<file path="src/rtl/mem_port_arbiter.sv">
// Two-requester arbiter (fetch and data) for a single-ported, fixed-latency unified memory.
// One access in flight at a time; ties are granted round-robin; read data is held in registers.
module mem_port_arbiter #(
  parameter int unsigned MEM_LAT = 2,
  parameter int unsigned DW      = 32
) (
  input  logic          i_clk,
  input  logic          i_reset,
  input  logic          i_if_req,
  input  logic [DW-1:0] i_if_addr,
  output logic [DW-1:0] o_if_rdata,
  output logic          o_if_valid,
  input  logic          i_dm_req,
  input  logic          i_dm_we,
  input  logic [DW-1:0] i_dm_addr,
  input  logic [DW-1:0] i_dm_wdata,
  output logic [DW-1:0] o_dm_rdata,
  output logic          o_dm_valid,
  output logic [DW-1:0] o_mem_addr,
  output logic [DW-1:0] o_mem_wdata,
  output logic          o_mem_we,
  output logic          o_mem_re,
  input  logic [DW-1:0] i_mem_rdata,
  output logic          o_stall_if,
  output logic          o_stall_mem
);

  typedef enum logic [1:0] {
    StIdle   = 2'd0,
    StIfWait = 2'd1,
    StDmWait = 2'd2
  } state_e;

  localparam logic [2:0] LAT_CNT = 3'(MEM_LAT);

  state_e        r_state;
  logic [2:0]    r_cnt;
  logic          r_last_dm;
  logic [DW-1:0] r_if_rdata;
  logic [DW-1:0] r_dm_rdata;
  logic          r_if_valid;
  logic          r_dm_valid;

  logic w_if_eff;
  logic w_dm_eff;
  logic w_idle;
  logic w_grant_if;
  logic w_grant_dm;

  // A requester is ignored in its completion cycle so the old request is not re-issued.
  assign w_if_eff   = i_if_req & ~r_if_valid;
  assign w_dm_eff   = i_dm_req & ~r_dm_valid;
  assign w_idle     = (r_state == StIdle) & ~i_reset;
  assign w_grant_dm = w_idle & w_dm_eff & (~w_if_eff | ~r_last_dm);
  assign w_grant_if = w_idle & w_if_eff & (~w_dm_eff |  r_last_dm);

  always_comb begin
    o_mem_addr  = '0;
    o_mem_wdata = '0;
    o_mem_we    = 1'b0;
    o_mem_re    = 1'b0;
    if (w_grant_if) begin
      o_mem_addr = i_if_addr;
      o_mem_re   = 1'b1;
    end else if (w_grant_dm) begin
      o_mem_addr  = i_dm_addr;
      o_mem_wdata = i_dm_wdata;
      o_mem_we    = i_dm_we;
      o_mem_re    = ~i_dm_we;
    end
  end

  always_ff @(posedge i_clk) begin
    if (i_reset) begin
      r_state    <= StIdle;
      r_cnt      <= 3'd0;
      r_last_dm  <= 1'b0;
      r_if_rdata <= '0;
      r_dm_rdata <= '0;
      r_if_valid <= 1'b0;
      r_dm_valid <= 1'b0;
    end else begin
      r_if_valid <= 1'b0;
      r_dm_valid <= 1'b0;
      unique case (r_state)
        StIdle: begin
          if (w_grant_if) begin
            r_state   <= StIfWait;
            r_cnt     <= 3'd1;
            r_last_dm <= 1'b0;
          end else if (w_grant_dm) begin
            r_last_dm <= 1'b1;
            // Stores complete in the following cycle without waiting for the memory.
            if (i_dm_we) begin
              r_dm_valid <= 1'b1;
            end else begin
              r_state <= StDmWait;
              r_cnt   <= 3'd1;
            end
          end
        end
        StIfWait: begin
          if (r_cnt == LAT_CNT) begin
            r_if_rdata <= i_mem_rdata;
            r_if_valid <= 1'b1;
            r_state    <= StIdle;
            r_cnt      <= 3'd0;
          end else begin
            r_cnt <= r_cnt + 3'd1;
          end
        end
        StDmWait: begin
          if (r_cnt == LAT_CNT) begin
            r_dm_rdata <= i_mem_rdata;
            r_dm_valid <= 1'b1;
            r_state    <= StIdle;
            r_cnt      <= 3'd0;
          end else begin
            r_cnt <= r_cnt + 3'd1;
          end
        end
        default: r_state <= StIdle;
      endcase
    end
  end

  assign o_if_rdata  = r_if_rdata;
  assign o_dm_rdata  = r_dm_rdata;
  assign o_if_valid  = r_if_valid;
  assign o_dm_valid  = r_dm_valid;
  assign o_stall_if  = i_if_req & ~r_if_valid;
  assign o_stall_mem = i_dm_req & ~r_dm_valid;

endmodule

</file>
<file path="config.mk">
export PLATFORM = sky130hd
export DESIGN_NAME = mem_port_arbiter
export DESIGN_NICKNAME = d
export VERILOG_FILES = /design/src/rtl/mem_port_arbiter.sv
export SDC_FILE = /design/constraint.sdc
export NUM_CORES = 1
export LEC_CHECK = 0
export CORE_ASPECT_RATIO = 1.1
export CORE_MARGIN = 5
export CORE_UTILIZATION = 35
export DETAILED_ROUTE_END_ITERATION = 10
export GPL_TIMING_DRIVEN = 0
export PLACE_DENSITY = 0.94
export REMOVE_ABC_BUFFERS = 1
export SYNTH_ARGS = -nofsm -noshare
export SYNTH_HDL_FRONTEND = slang
export SYNTH_SLANG_ARGS = --single-unit
export TNS_END_PERCENT = 5
</file>
<file path="constraint.sdc">
create_clock -name i_clk -period 4.9 [get_ports i_clk]
set_clock_uncertainty 0.15 [all_clocks]
set_input_delay 1.47 -clock i_clk [delete_from_list [all_inputs] [get_ports i_clk]]
set_output_delay 1.47 -clock i_clk [all_outputs]
set_load 0.01 [all_outputs]
</file>
==> PnR_summary.wiki <==
{| class="wikitable"
! Metric !! Value
|-
| Worst Setup Start Kind || primary input
|-
| Critical setup path kind || in -> out
|-
| Violated checks || setup timing
|-
| Status || finished, violations left
|-
| Die footprint || 11300 µm²
|-
| Final-stage net count || 802
|-
| Routed len/inst || 18.9 µm
|-
| Combinational family with the most area after synthesis || simple AND/OR/NAND/NOR gates
|-
| Number of global-route vias before repair || 4110
|-
| Final antenna diode count || 0
|-
| Number of buffers inserted by port buffering || 266
|-
| Part of the power in registers || 41.8%
|-
| Clock sink count || 72
|-
| Crit Path Max Fanout || 6
|-
| First-pass GRT wire length || 22.3 mm
|-
| Number of buffers on the longest clock path || 2
|-
| Largest net degree at the start of global routing || 40
|-
| Routed vias || 3958
|-
| Critical path arrival || 3.37 ns
|-
| Clock edge transition at the registers on the reported setup and hold paths || 0.07 ns
|-
| Post-route total power || 1.43 mW
|-
| Number of maximum-capacitance violations || 0
|-
| CTS H-Tree Depth || 3
|-
| Data required time of the critical path || 3.28 ns
|-
| Fraction of the cycle the final worst path needs || 102%
|-
| Overflow left after global routing || 0
|-
| Width of the die || 102 µm
|-
| Adder and majority cell fraction of the synthesized area || 1.16%
|-
| Final Worst Setup Slack || -0.0853 ns
|-
| Power Internal || 1.07 mW
|-
| Comb power frac || 25.5%
|-
| Starting DRC count in detailed routing || 198
|-
| Final hold vios || 0
|-
| Multiplexer fraction of the synthesized cell area || 0%
|-
| Slew @ Worst Pin || 1.30 ns
|-
| Most common cell after layout, fill and taps aside || sky130_fd_sc_hd__clkdlybuf4s50_1
|-
| Final HPWL DP || 11.3 mm
|-
| Maximum clock frequency || 201 MHz
|-
| CTS tree || built
|-
| Sequential share of the synthesized area || 44.5%
|-
| Count of yosys warnings during synthesis || 0
|-
| Number of instances in the synthesized netlist || 412
|-
| Relative slew margins || 13.5%
|-
| Worst-skew pair later-pin latency || 0.33 ns
|-
| Met3 capacity usage during global routing || 11.5%
|-
| Standard-cell row count || 36
|-
| Count of final setup violators || 5
|-
| Area fraction in and, or, nand and nor cells after synthesis || 25.0%
|-
| Antenna Violating Nets Remaining || 0
|-
| Met1 Track Usage GR || 28.3%
|-
| Tightest Hold Check Type || reg -> reg
|-
| Final Wtd Congestion || 0.869
|-
| Remaining design rule violation count || 0
|-
| Y dimension of the die || 111 µm
|-
| Io pins || 267
|-
| Count of cell types in the netlist || 30
|-
| Smallest hold slack || 0.304 ns
|-
| Number of antenna violations at the first check in global routing || 1
|-
| Initial core utilization || 36.1%
|-
| Total CTS buffers || 9
|-
| Xor and xnor fraction of the mapped netlist area || 0%
|-
| Static power due to leakage || 2.45 nW
|-
| Area grow syn2layout || 92.8%
|-
| Clock share of power || 32.7%
|-
| CP endpoint kind || primary output
|-
| Net switching power of the design || 361 µW
|-
| Leading cell types in the layout, fill and taps excluded || sky130_fd_sc_hd__clkdlybuf4s50_1, sky130_fd_sc_hd__nand2_1, sky130_fd_sc_hd__dfxtp_1, sky130_fd_sc_hd__a21oi_1, sky130_fd_sc_hd__dlygate4sd2_1
|-
| CTS root buffer || sky130_fd_sc_hd__clkbuf_8
|-
| GR Layer Usage met2 || 42.9%
|-
| Detailed-route vias per instance || 5.04
|-
| Most congested layer reported by global routing || met2
|-
| RSZ-0062 raised after global routing || yes
|-
| Switching share of power || 25.3%
|-
| Proportion of layout cells with a drive suffix above 1 || 5.81%
|-
| Share of the synthesized area in compound gates (AO/OA/AOI/OAI) || 24.0%
|-
| Netlist area before placement || 3240 µm²
|-
| Area of the core || 8960 µm²
|-
| First-pass iteration count of the detailed router || 4
|-
| Global-route usage over all layers || 25.6%
|-
| Routed Wire Length || 14.9 mm
|-
| Average cell area after synthesis || 7.86 µm²
|-
| Fin crit period || 4.99 ns
|-
| Post-Place Setup Slack || -0.850 ns
|-
| Synthesis-stage register bit count || 72
|-
| VDD IR max || 0.000183 V
|-
| PD cells || 229 nW/µm²
|-
| Max-slew violation total from the final report || 0
|}
## power by group through the flow
| stage | sequential [mW] | combinational (mW) | clock (mW) |
|---|---|---|---|
| after CTS | 0.597 | 0.365 | 0.479 |
| after floorplan | 0.609 | 0.117 | 0 |
| after detailed placement | 0.611 | 0.367 | 0 |
| final | 0.597 | 0.364 | 0.467 |
| after global routing | 0.597 | 0.387 | 0.507 |
| after global placement | 0.609 | 0.350 | 0 |
## layout make-up
cell class              instances  area, µm²
clock buffers                  13        159
fillers                       679       2720
inverters                       7       26.3
clock inverters                 3       40.0
repair buffers                276       2780
flip-flops and latches         72       1440
well taps                     114        143
multi-input cells             300       1660
## final timing paths
check,start,to,slack (ns),cells past startpoint
hold reg to reg,o_if_rdata[26],o_if_rdata[26],0.30,2
setup reg to reg,r_cnt[1],o_if_rdata[23],2.48,4
setup / recovery,i_dm_req,o_mem_addr[9],-0.09,7
hold / removal,o_if_rdata[26],o_if_rdata[26],0.30,2
## critical path: stages
cell	delay [ns]
sky130_fd_sc_hd__clkdlybuf4s50_1	0.49
sky130_fd_sc_hd__nand2b_1	0.14
sky130_fd_sc_hd__a211oi_4	0.23
sky130_fd_sc_hd__buf_4	0.17
sky130_fd_sc_hd__buf_4	0.16
sky130_fd_sc_hd__a22o_1	0.15
sky130_fd_sc_hd__clkdlybuf4s50_1	0.55
## registers in the layout, indices dropped and copies added (netlist names)
name / cells
o_dm_valid: 1
o_if_rdata: 32
o_if_valid: 1
r_cnt: 3
r_last_dm: 1
r_state: 2
o_dm_rdata: 32
## cell usage after synthesis
cell type	count	area, µm²
sky130_fd_sc_hd__a211oi_1	2	15.0
sky130_fd_sc_hd__a21oi_1	69	345
sky130_fd_sc_hd__a221oi_1	1	8.76
sky130_fd_sc_hd__a22o_1	32	280
sky130_fd_sc_hd__a311oi_1	2	17.5
sky130_fd_sc_hd__a31o_1	1	8.76
sky130_fd_sc_hd__a31oi_1	1	6.26
sky130_fd_sc_hd__a41oi_2	1	16.3
sky130_fd_sc_hd__and2_1	35	219
sky130_fd_sc_hd__buf_2	15	75.1
sky130_fd_sc_hd__buf_4	1	7.51
sky130_fd_sc_hd__clkbuf_1	17	63.8
sky130_fd_sc_hd__dfxtp_1	72	1440
sky130_fd_sc_hd__ha_1	3	37.5
sky130_fd_sc_hd__inv_1	6	22.5
sky130_fd_sc_hd__inv_2	1	3.75
sky130_fd_sc_hd__nand2_1	130	488
sky130_fd_sc_hd__nand2b_1	3	18.8
sky130_fd_sc_hd__nand2b_2	1	8.76
sky130_fd_sc_hd__nand3_1	1	5.00
sky130_fd_sc_hd__nor2_1	4	15.0
sky130_fd_sc_hd__nor3_2	1	10.0
sky130_fd_sc_hd__nor3b_1	1	7.51
sky130_fd_sc_hd__nor3b_2	2	25.0
sky130_fd_sc_hd__o21a_1	1	7.51
sky130_fd_sc_hd__o21ai_0	4	20.0
sky130_fd_sc_hd__o21bai_1	2	15.0
sky130_fd_sc_hd__o221ai_1	1	8.76
sky130_fd_sc_hd__o311ai_4	1	26.3
sky130_fd_sc_hd__or4b_4	1	13.8
## cells by family (layout without fill, tap and decap cells)
logic type      count (synthesis)  in the layout
buf+inv                        40            299
fa+ha+maj                       3              3
flops                          72             72
compound gates                118            118
simple gates                  179            179
## per-layer routing
metal	share of wire (%)	wire length, µm	vias up
li1	-	-	1891
met4	2.0	304	2
met2	49	7290	218
met5	0.088	13	-
met3	14	2050	22
met1	35	5190	1825
## per-stage QoR
step / instance area, µm² / utilization, % / cells / TNS [ns]
floorplan: 3090 / - / 379 / -118.44
global placement: 5900 / 65.8 / 759 / -395.02
detailed placement: 5990 / 66.8 / 763 / -37.39
CTS: 6250 / 69.7 / 785 / -0.369
global route: 6240 / 69.6 / 785 / -0.660
finish: 6240 / 69.6 / 785 / -0.294
## repair_timing
action                     CTS  global route
gates resized for setup     53            11
setup endpoints to repair   66            14
setup buffers                4             0
hold buffers                 0             0
gates cloned                 2             0
pin swaps                    2             0
No activity file was read; power rests on OpenSTA's default activity.
